`config.mk`:
```
export PLATFORM = sky130hd
export DESIGN_NAME = saph_fpu_issue
export DESIGN_NICKNAME = d
export VERILOG_FILES = /design/src/rtl/saph_fpu_issue.sv
export SDC_FILE = /design/constraint.sdc
export NUM_CORES = 1
export LEC_CHECK = 0
export CAP_MARGIN = 20
export CORE_UTILIZATION = 50
export CTS_CLUSTER_SIZE = 28
export DETAILED_ROUTE_END_ITERATION = 8
export PLACE_DENSITY = 0.76
export SYNTH_ARGS = -nofsm -noshare
export SYNTH_HDL_FRONTEND = slang
export SYNTH_SLANG_ARGS = --single-unit
```
`constraint.sdc`:
```
create_clock -name clk -period 7.3 [get_ports clk]
set_clock_uncertainty 0.15 [all_clocks]
set_input_delay 0.73 -clock clk [delete_from_list [all_inputs] [get_ports clk]]
set_output_delay 0.73 -clock clk [all_outputs]
set_load 0.03 [all_outputs]
```
`src/rtl/saph_fpu_issue.sv`:
```
// saph_fpu_issue: credit-based issue queue in front of a pipelined FPU.
// Request FIFO -> FPU, tag shift register, result FIFO -> requester.
module saph_fpu_issue #(
  parameter int DEPTH   = 4,
  parameter int RDEPTH  = 4,
  parameter int LATENCY = 2,
  parameter int MODE_W  = 4,
  parameter int TAG_W   = 4
) (
  input  logic              clk,
  input  logic              rst,
  input  logic              req_valid,
  output logic              req_ready,
  input  logic [31:0]       req_lhs,
  input  logic [31:0]       req_rhs,
  input  logic [MODE_W-1:0] req_mode,
  input  logic [TAG_W-1:0]  req_tag,
  output logic              fpu_trig,
  output logic [31:0]       fpu_lhs,
  output logic [31:0]       fpu_rhs,
  output logic [MODE_W-1:0] fpu_mode,
  input  logic              fpu_res_valid,
  input  logic [31:0]       fpu_res,
  output logic              res_valid,
  input  logic              res_ready,
  output logic [31:0]       res_data,
  output logic [TAG_W-1:0]  res_tag,
  output logic              err
);

  localparam int PW  = $clog2(DEPTH);
  localparam int CW  = PW + 1;
  localparam int RPW = $clog2(RDEPTH);
  localparam int RCW = RPW + 1;
  localparam int UW  = RCW + 1;
  localparam int QW  = 64 + MODE_W + TAG_W;
  localparam int RW  = 32 + TAG_W;

  logic [QW-1:0]      rq_mem_q [DEPTH];
  logic [PW-1:0]      rq_wp_q, rq_wp_d;
  logic [PW-1:0]      rq_rp_q, rq_rp_d;
  logic [CW-1:0]      rq_cnt_q, rq_cnt_d;

  logic [RW-1:0]      rs_mem_q [RDEPTH];
  logic [RPW-1:0]     rs_wp_q, rs_wp_d;
  logic [RPW-1:0]     rs_rp_q, rs_rp_d;
  logic [RCW-1:0]     rs_cnt_q, rs_cnt_d;

  logic [RCW-1:0]     infl_q, infl_d;
  logic [LATENCY-1:0] tv_q, tv_d;
  logic [TAG_W-1:0]   tt_q [LATENCY];
  logic               err_q, err_d;

  logic [UW-1:0]      used;
  logic [QW-1:0]      head;
  logic               push, issue, wr, pop, tv_out;

  assign head      = rq_mem_q[rq_rp_q];
  assign req_ready = rq_cnt_q < CW'(DEPTH);
  assign push      = req_valid && req_ready;
  // Outstanding = in flight + parked in the result FIFO.
  assign used      = UW'(infl_q) + UW'(rs_cnt_q);
  assign issue     = rst && (rq_cnt_q != '0)
                     && (used < UW'(RDEPTH));
  assign tv_out    = tv_q[LATENCY-1];
  assign wr        = tv_out && fpu_res_valid;
  assign res_valid = rst && (rs_cnt_q != '0);
  assign pop       = res_valid && res_ready;
  assign err       = err_q;

  assign fpu_trig  = issue;
  assign {fpu_lhs, fpu_rhs, fpu_mode} =
    issue ? head[QW-1:TAG_W] : '0;
  assign {res_data, res_tag} =
    res_valid ? rs_mem_q[rs_rp_q] : '0;

  // Next-state for pointers, counts, tag valids and the error flag.
  always_comb begin
    rq_wp_d  = rq_wp_q + PW'(push);
    rq_rp_d  = rq_rp_q + PW'(issue);
    rq_cnt_d = rq_cnt_q + CW'(push) - CW'(issue);
    rs_wp_d  = rs_wp_q + RPW'(wr);
    rs_rp_d  = rs_rp_q + RPW'(pop);
    rs_cnt_d = rs_cnt_q + RCW'(wr) - RCW'(pop);
    infl_d   = infl_q + RCW'(issue) - RCW'(tv_out);
    tv_d     = (tv_q << 1) | LATENCY'(issue);
    err_d    = err_q | (fpu_res_valid != tv_out);
  end

  // Control state with synchronous active-low reset.
  always_ff @(posedge clk) begin
    if (!rst) begin
      rq_wp_q  <= '0;
      rq_rp_q  <= '0;
      rq_cnt_q <= '0;
      rs_wp_q  <= '0;
      rs_rp_q  <= '0;
      rs_cnt_q <= '0;
      infl_q   <= '0;
      tv_q     <= '0;
      err_q    <= 1'b0;
    end else begin
      rq_wp_q  <= rq_wp_d;
      rq_rp_q  <= rq_rp_d;
      rq_cnt_q <= rq_cnt_d;
      rs_wp_q  <= rs_wp_d;
      rs_rp_q  <= rs_rp_d;
      rs_cnt_q <= rs_cnt_d;
      infl_q   <= infl_d;
      tv_q     <= tv_d;
      err_q    <= err_d;
    end
  end

  // Storage: FIFO payloads and the tag pipe need no reset.
  always_ff @(posedge clk) begin
    if (push)
      rq_mem_q[rq_wp_q] <= {req_lhs, req_rhs, req_mode, req_tag};
    if (wr)
      rs_mem_q[rs_wp_q] <= {fpu_res, tt_q[LATENCY-1]};
    tt_q[0] <= head[TAG_W-1:0];
    for (int i = 1; i < LATENCY; i++)
      tt_q[i] <= tt_q[i-1];
  end

endmodule

```
Word level (Yosys, flattened, before mapping). Memory sizes are Yosys's and may differ from the RTL's. A register that Yosys moved wholly into a read port is not among the register bits. Index checks and enable logic that the tools add are counted.

Register bits: 20. Bits in writable memories: 440. Memories: 3. Input bits: 109. Output and inout port bits: 108.

Memory list: rq_mem_q (depth 4, width 72, rd ports 1, clocked after Yosys merged registers in 1, wr ports 1, line 39) `logic [QW-1:0] rq_mem_q [DEPTH];`; rs_mem_q (depth 4, width 36, rd ports 1, clocked after Yosys merged registers in 1, wr ports 1, line 44) `logic [RW-1:0] rs_mem_q [RDEPTH];`; tt_q (depth 2, width 4, rd ports 2, clocked after Yosys merged registers in 0, wr ports 2, line 51) `logic [TAG_W-1:0] tt_q [LATENCY];`.

Magnitude comparators: 2. Bitwise logic cells: 2. Multiplexer cells: 8. Add/sub/neg operators: 11. Reductions and logical operators: 8. Eq/ne operators: 1.

Operator list (number): 2-to-1 mux 68 bit (1); 2-to-1 mux 36 bit (1); adder 3 x 1 -> 3 bit (3); subtractor 3 x 1 -> 3 bit (3); adder 2 x 1 -> 2 bit (4); logical AND 1 bit (6); nonzero test 3 bit (2); adder 3 x 3 -> 4 bit (1); less-than comparator 4 x 3 -> 1 bit, second input constant (1); 2-to-1 mux 1 bit (4); 2-to-1 mux 2 bit (2); less-than comparator 3 bit, second input constant (1); OR 2 x 1 -> 2 bit (1); != test 1 bit (1); OR 1 bit (1).

Depth between registers and ports, before layout.
Depth after elaboration: 5. Depth in mapped cells: 12.

Worst setup path after synthesis. OpenSTA, ideal clock, no wires.

Path type: in2reg. From: input req_valid. To: memory rq_mem_q[1][0] (netlist bit) (enable). Library setup time: 606 ps. Data required time: 6544 ps. Cell stages on the path: 2. Setup slack: 411 ps. Arrival: 6133 ps. Cell sequence: nand2_1 -> nor3b_1.

Cells in the longest elaborated chain, start to end: 3.

RTL lines: from (decl) (line 12) `input logic req_valid,`; logical AND 1 bit (line 60) `assign push = req_valid && req_ready;`; 2-to-1 mux 1 bit (line 117) `if (push)`; 2-to-1 mux 1 bit (not written as such) (line 118) `rq_mem_q[rq_wp_q] <= {req_lhs, req_rhs, req_mode, req_tag};`; to (decl) (line 39).

Every way passes these cells.

Worst setup path in the final report.
From: input rst. To: output fpu_mode[2].

Cells in the longest elaborated chain, start to end: 3.

RTL lines: from (decl) (line 11) `input logic rst,`; logical AND 1 bit (line 63) `assign issue = rst && (rq_cnt_q != '0)`; logical AND 1 bit (line 64) `&& (used < UW'(RDEPTH));`; 2-to-1 mux 68 bit (line 73) `issue ? head[QW-1:TAG_W] : '0;`; to (decl) (line 21) `output logic [MODE_W-1:0] fpu_mode,`.

Every way passes these cells.

==> impl_metrics.csv <==
group,metric,value,unit
floorplanning,core,34630,um2
hold_path,min_from,"tt_q[0][1]$_DFF_P_",
yosys,synth_xor_area_frac,0.004471,
hold_path,hold_depth,0,
grt,grt_pass1_wl,49.04,mm
clock_network,clk_pin_slew,0.05,ns
critical_path,start_kind,"input pin",
cells_and_area,final_nets,1157,
clock_network,htreeDepth,2,
routing,dr.pass1.iters,5,
floorplanning,fp-row-count,68,
sta,fin_crit_sh,0.6581,
critical_path,worst-setup-path-type,"in -> out",
yosys,synthMuxAreaShare,0.1395,
sta,relSlewSlack,0.3293,
yosys,synthAdderAreaFrac,0.01192,
critical_path,rrSetupSlack,3.69,ns
critical_path,endpoint_kind,"output pin",
critical_path,worstPathRequired,6.42,ns
floorplanning,ios,217,
routing,drtIter0Drc,546,
cells_and_area,fillers,2378,
sta,setup_violations,0,
yosys,synth_area,17630,um2
yosys,synth.avg_cell_area,22.32,um2
sta,finalCriticalPeriod,4.804,ns
routing,ant_nets,0,
grt,grt.total_usage,0.1808,
sta,tns,0,ns
critical_path,crit_slowest_cell,"clkdlybuf4s50_1",
placement,hpwl,18.55,mm
critical_path,cp-startpoint,"rst",
critical_path,crit_cells,5,
cells_and_area,syn2layout_area_growth,23.27,%
cells_and_area,drive_gt1_frac,0.2086,
yosys,syn_inst,790,
cells_and_area,fin_util,0.6276,
grt,antenna_found_initial,5,
routing,drc,0,
yosys,synthSimpleGateAreaFrac,0.05543,
yosys,ys_ff_latch,460,
clock_network,cts_resized,0,
floorplanning,fp.dieH,189.8,um
critical_path,setup.worst_path.end,"fpu_mode[2]",
sta,hold_ws,0.1739,ns
clock_network,clkLatencyLatePin,0.54,ns
routing,wl_per_cell,20.81,um
critical_path,crit_chain,"clkdlybuf4s50_1 -> nand4_4 -> buf_4 -> nor2b_1 -> clkdlybuf4s50_1",
clock_network,root_buffer,"clkbuf_16",
sta,rsz0062_at_grt,"false",
clock_network,cts.sinks,460,
critical_path,reg2reg_from,"rs_cnt_q[2]$_SDFF_PN0_",
power,power.leakage,6.950,nW
yosys,synthesis.nets,914,
routing,wl,31.76,mm
critical_path,slowest_delay,0.96,ns
power,power.density,336.8,nW/um2
floorplanning,die_width,189.8,um
clock_network,cts-buffers-inserted,46,
sta,worst_slew_pin_slew,1.006,ns
yosys,synth_top_family_by_area,"multiplexers",
yosys,ys_seq_area_frac,0.7676,
floorplanning,initial_utilization,0.5091,
routing,via_per_inst,5.381,
critical_path,path_buf_inv,3,
placement,port_buffers,216,
grt,grt_pass1_vias,8667,
yosys,ys.warnings.count,0,
clock_network,clockBufferDepth,3,
hold_path,hp-class,"reg -> reg",
clock_network,post_cts_buffers,0,
power,vdd_drop_max,0.2228,mV
sta,max_freq,208.2,MHz
clock_network,cts_tree,"yes",
critical_path,worst_r2r_endpoint,"rq_cnt_q[2]$_SDFF_PN0_",
placement,gp_congestion,0.7036,
sta,drv_slew,0,
grt,grt-ovfl-total,0,
flow_run,maxCapViolCount,0,
floorplanning,fp.dieArea,36020,um2
sta,hold_viol_final,0,
yosys,synthDistinctLibCells,32,
critical_path,crit_path_frequent_cell,"clkdlybuf4s50_1",
critical_path,reg2reg_depth,12,
critical_path,cp_top_family,"buffers and inverters",
critical_path,cp.arrival,3.92,ns
routing,vias,8212,
clock_network,ctsHoldBuffers,0,
grt,grt_max_degree,65,
status,run_status,"completed",
yosys,synth_compound_area_frac,0.001135,
critical_path,cp_max_fo,52,
worst min path at each step:
stage / to / slack (ns)
3_5_place_dp: tt_q[0][7]$_DFF_P_ / 0.16
6_report: tt_q[0][5]$_DFF_P_ / 0.17
2_1_floorplan: tt_q[0][4]$_DFF_P_ / 0.16
4_1_cts: tt_q[0][5]$_DFF_P_ / 0.18
5_1_grt: tt_q[0][5]$_DFF_P_ / 0.18
3_3_place_gp: tt_q[0][6]$_DFF_P_ / 0.16
sequential cells by signal, indices dropped and copies added (netlist names):
register / cells
rq_rp_q: 2
rs_rp_q: 2
rq_wp_q: 2
tt_q: 8
rs_cnt_q: 3
rq_cnt_q: 3
rs_wp_q: 2
tv_q: 2
rs_mem_q: 144
infl_q: 3
rq_mem_q: 288
err: 1
through the flow:
| stage | setup slack (ns) | power (mW) | instances | area, um2 |
|---|---|---|---|---|
| after global routing | 2.280 | 7.629 | 1524 | 21730 |
| after detailed placement | 2.474 | 5.124 | 1440 | 20250 |
| after CTS | 2.449 | 7.415 | 1524 | 21730 |
| after floorplan | 0.4112 | 4.548 | 790 | 17630 |
| after global placement | 2.568 | 5.101 | 1440 | 20250 |
| final | 2.496 | 7.319 | 1526 | 21730 |
placed cells by master, fill, tap and decap left out, types with 3 or more instances in the layout:
master	n
edfxtp_1	432
clkdlybuf4s50_1	216
mux4_2	106
nor2b_1	92
clkbuf_16	47
dfxtp_1	24
and2_1	16
buf_4	15
nor2b_4	13
ha_1	12
clkinv_2	11
inv_1	10
clkinv_1	9
clkbuf_1	7
inv_2	6
nand2_1	5
xor2_1	5
xnor2_1	4
bufinv_16	4
nor3_2	3
fa_1	3
clkinvlp_4	3
report_power, final:
| group | switching, mW | internal (mW) | leakage [nW] | total, mW |
|---|---|---|---|---|
| registers | 0.142 | 3.14 | 4.16 | 3.28 |
| clock network | 0.941 | 1.33 | 0.723 | 2.27 |
| logic | 0.915 | 0.848 | 2.06 | 1.76 |
cells by family after synthesis:
kind of cell,Yosys count
XOR/XNOR,9
AO/OA/AOI/OAI,2
buffers and inverters,52
flip-flops,460
AND/OR/NAND/NOR,142
multiplexers,110
adder cells (fa/ha/maj),15
routing by layer:
layer / GRT usage / part of all wire
met2: 0.2967 / 0.49
met1: 0.2389 / 0.41
met3: 0.04870 / 0.078
met4: 0.05149 / 0.019
met5: 0 / 0.00079
synthesized netlist by cell type:
cell,number,area [um2]
nor2b_1,92,575.6
xor2_1,5,43.79
buf_12,4,80.08
nand2_1,5,18.77
nor3b_1,2,15.01
or3_1,1,6.260
inv_2,6,22.52
inv_1,10,37.54
o31ai_2,1,12.51
buf_6,8,90.09
nand4_1,1,6.260
nor3_1,2,10.01
ha_1,12,150.1
nand3_1,1,5.000
nor2_1,2,7.510
mux4_1,2,52.55
mux2i_1,2,20.02
nand4_2,1,12.51
mux4_2,106,2387
clkbuf_4,2,15.01
nor3_2,1,10.01
o21a_1,1,7.510
xnor2_1,4,35.03
dfxtp_1,28,560.5
and2_1,16,100.1
and3_1,3,18.77
nand2b_1,2,12.51
edfxtp_1,432,12970
fa_1,3,60.06
buf_2,19,95.09
nor2b_4,13,178.9
clkbuf_1,3,11.26
layout make-up:
class | count | area [um2] | share of cell area
clock buffer | 55 | 1216 | 0.05596
clock inverter | 29 | 260.3 | 0.01197
tap | 455 | 569.3 | 0.02619
multi-input combinational | 278 | 3805 | 0.1751
inverter | 16 | 60.06 | 0.002763
sequential | 460 | 13540 | 0.6231
antenna | 2 | 5.005 | 0.0002303
timing repair buffer | 231 | 2275 | 0.1047
No activity file was read; power rests on OpenSTA's default activity.
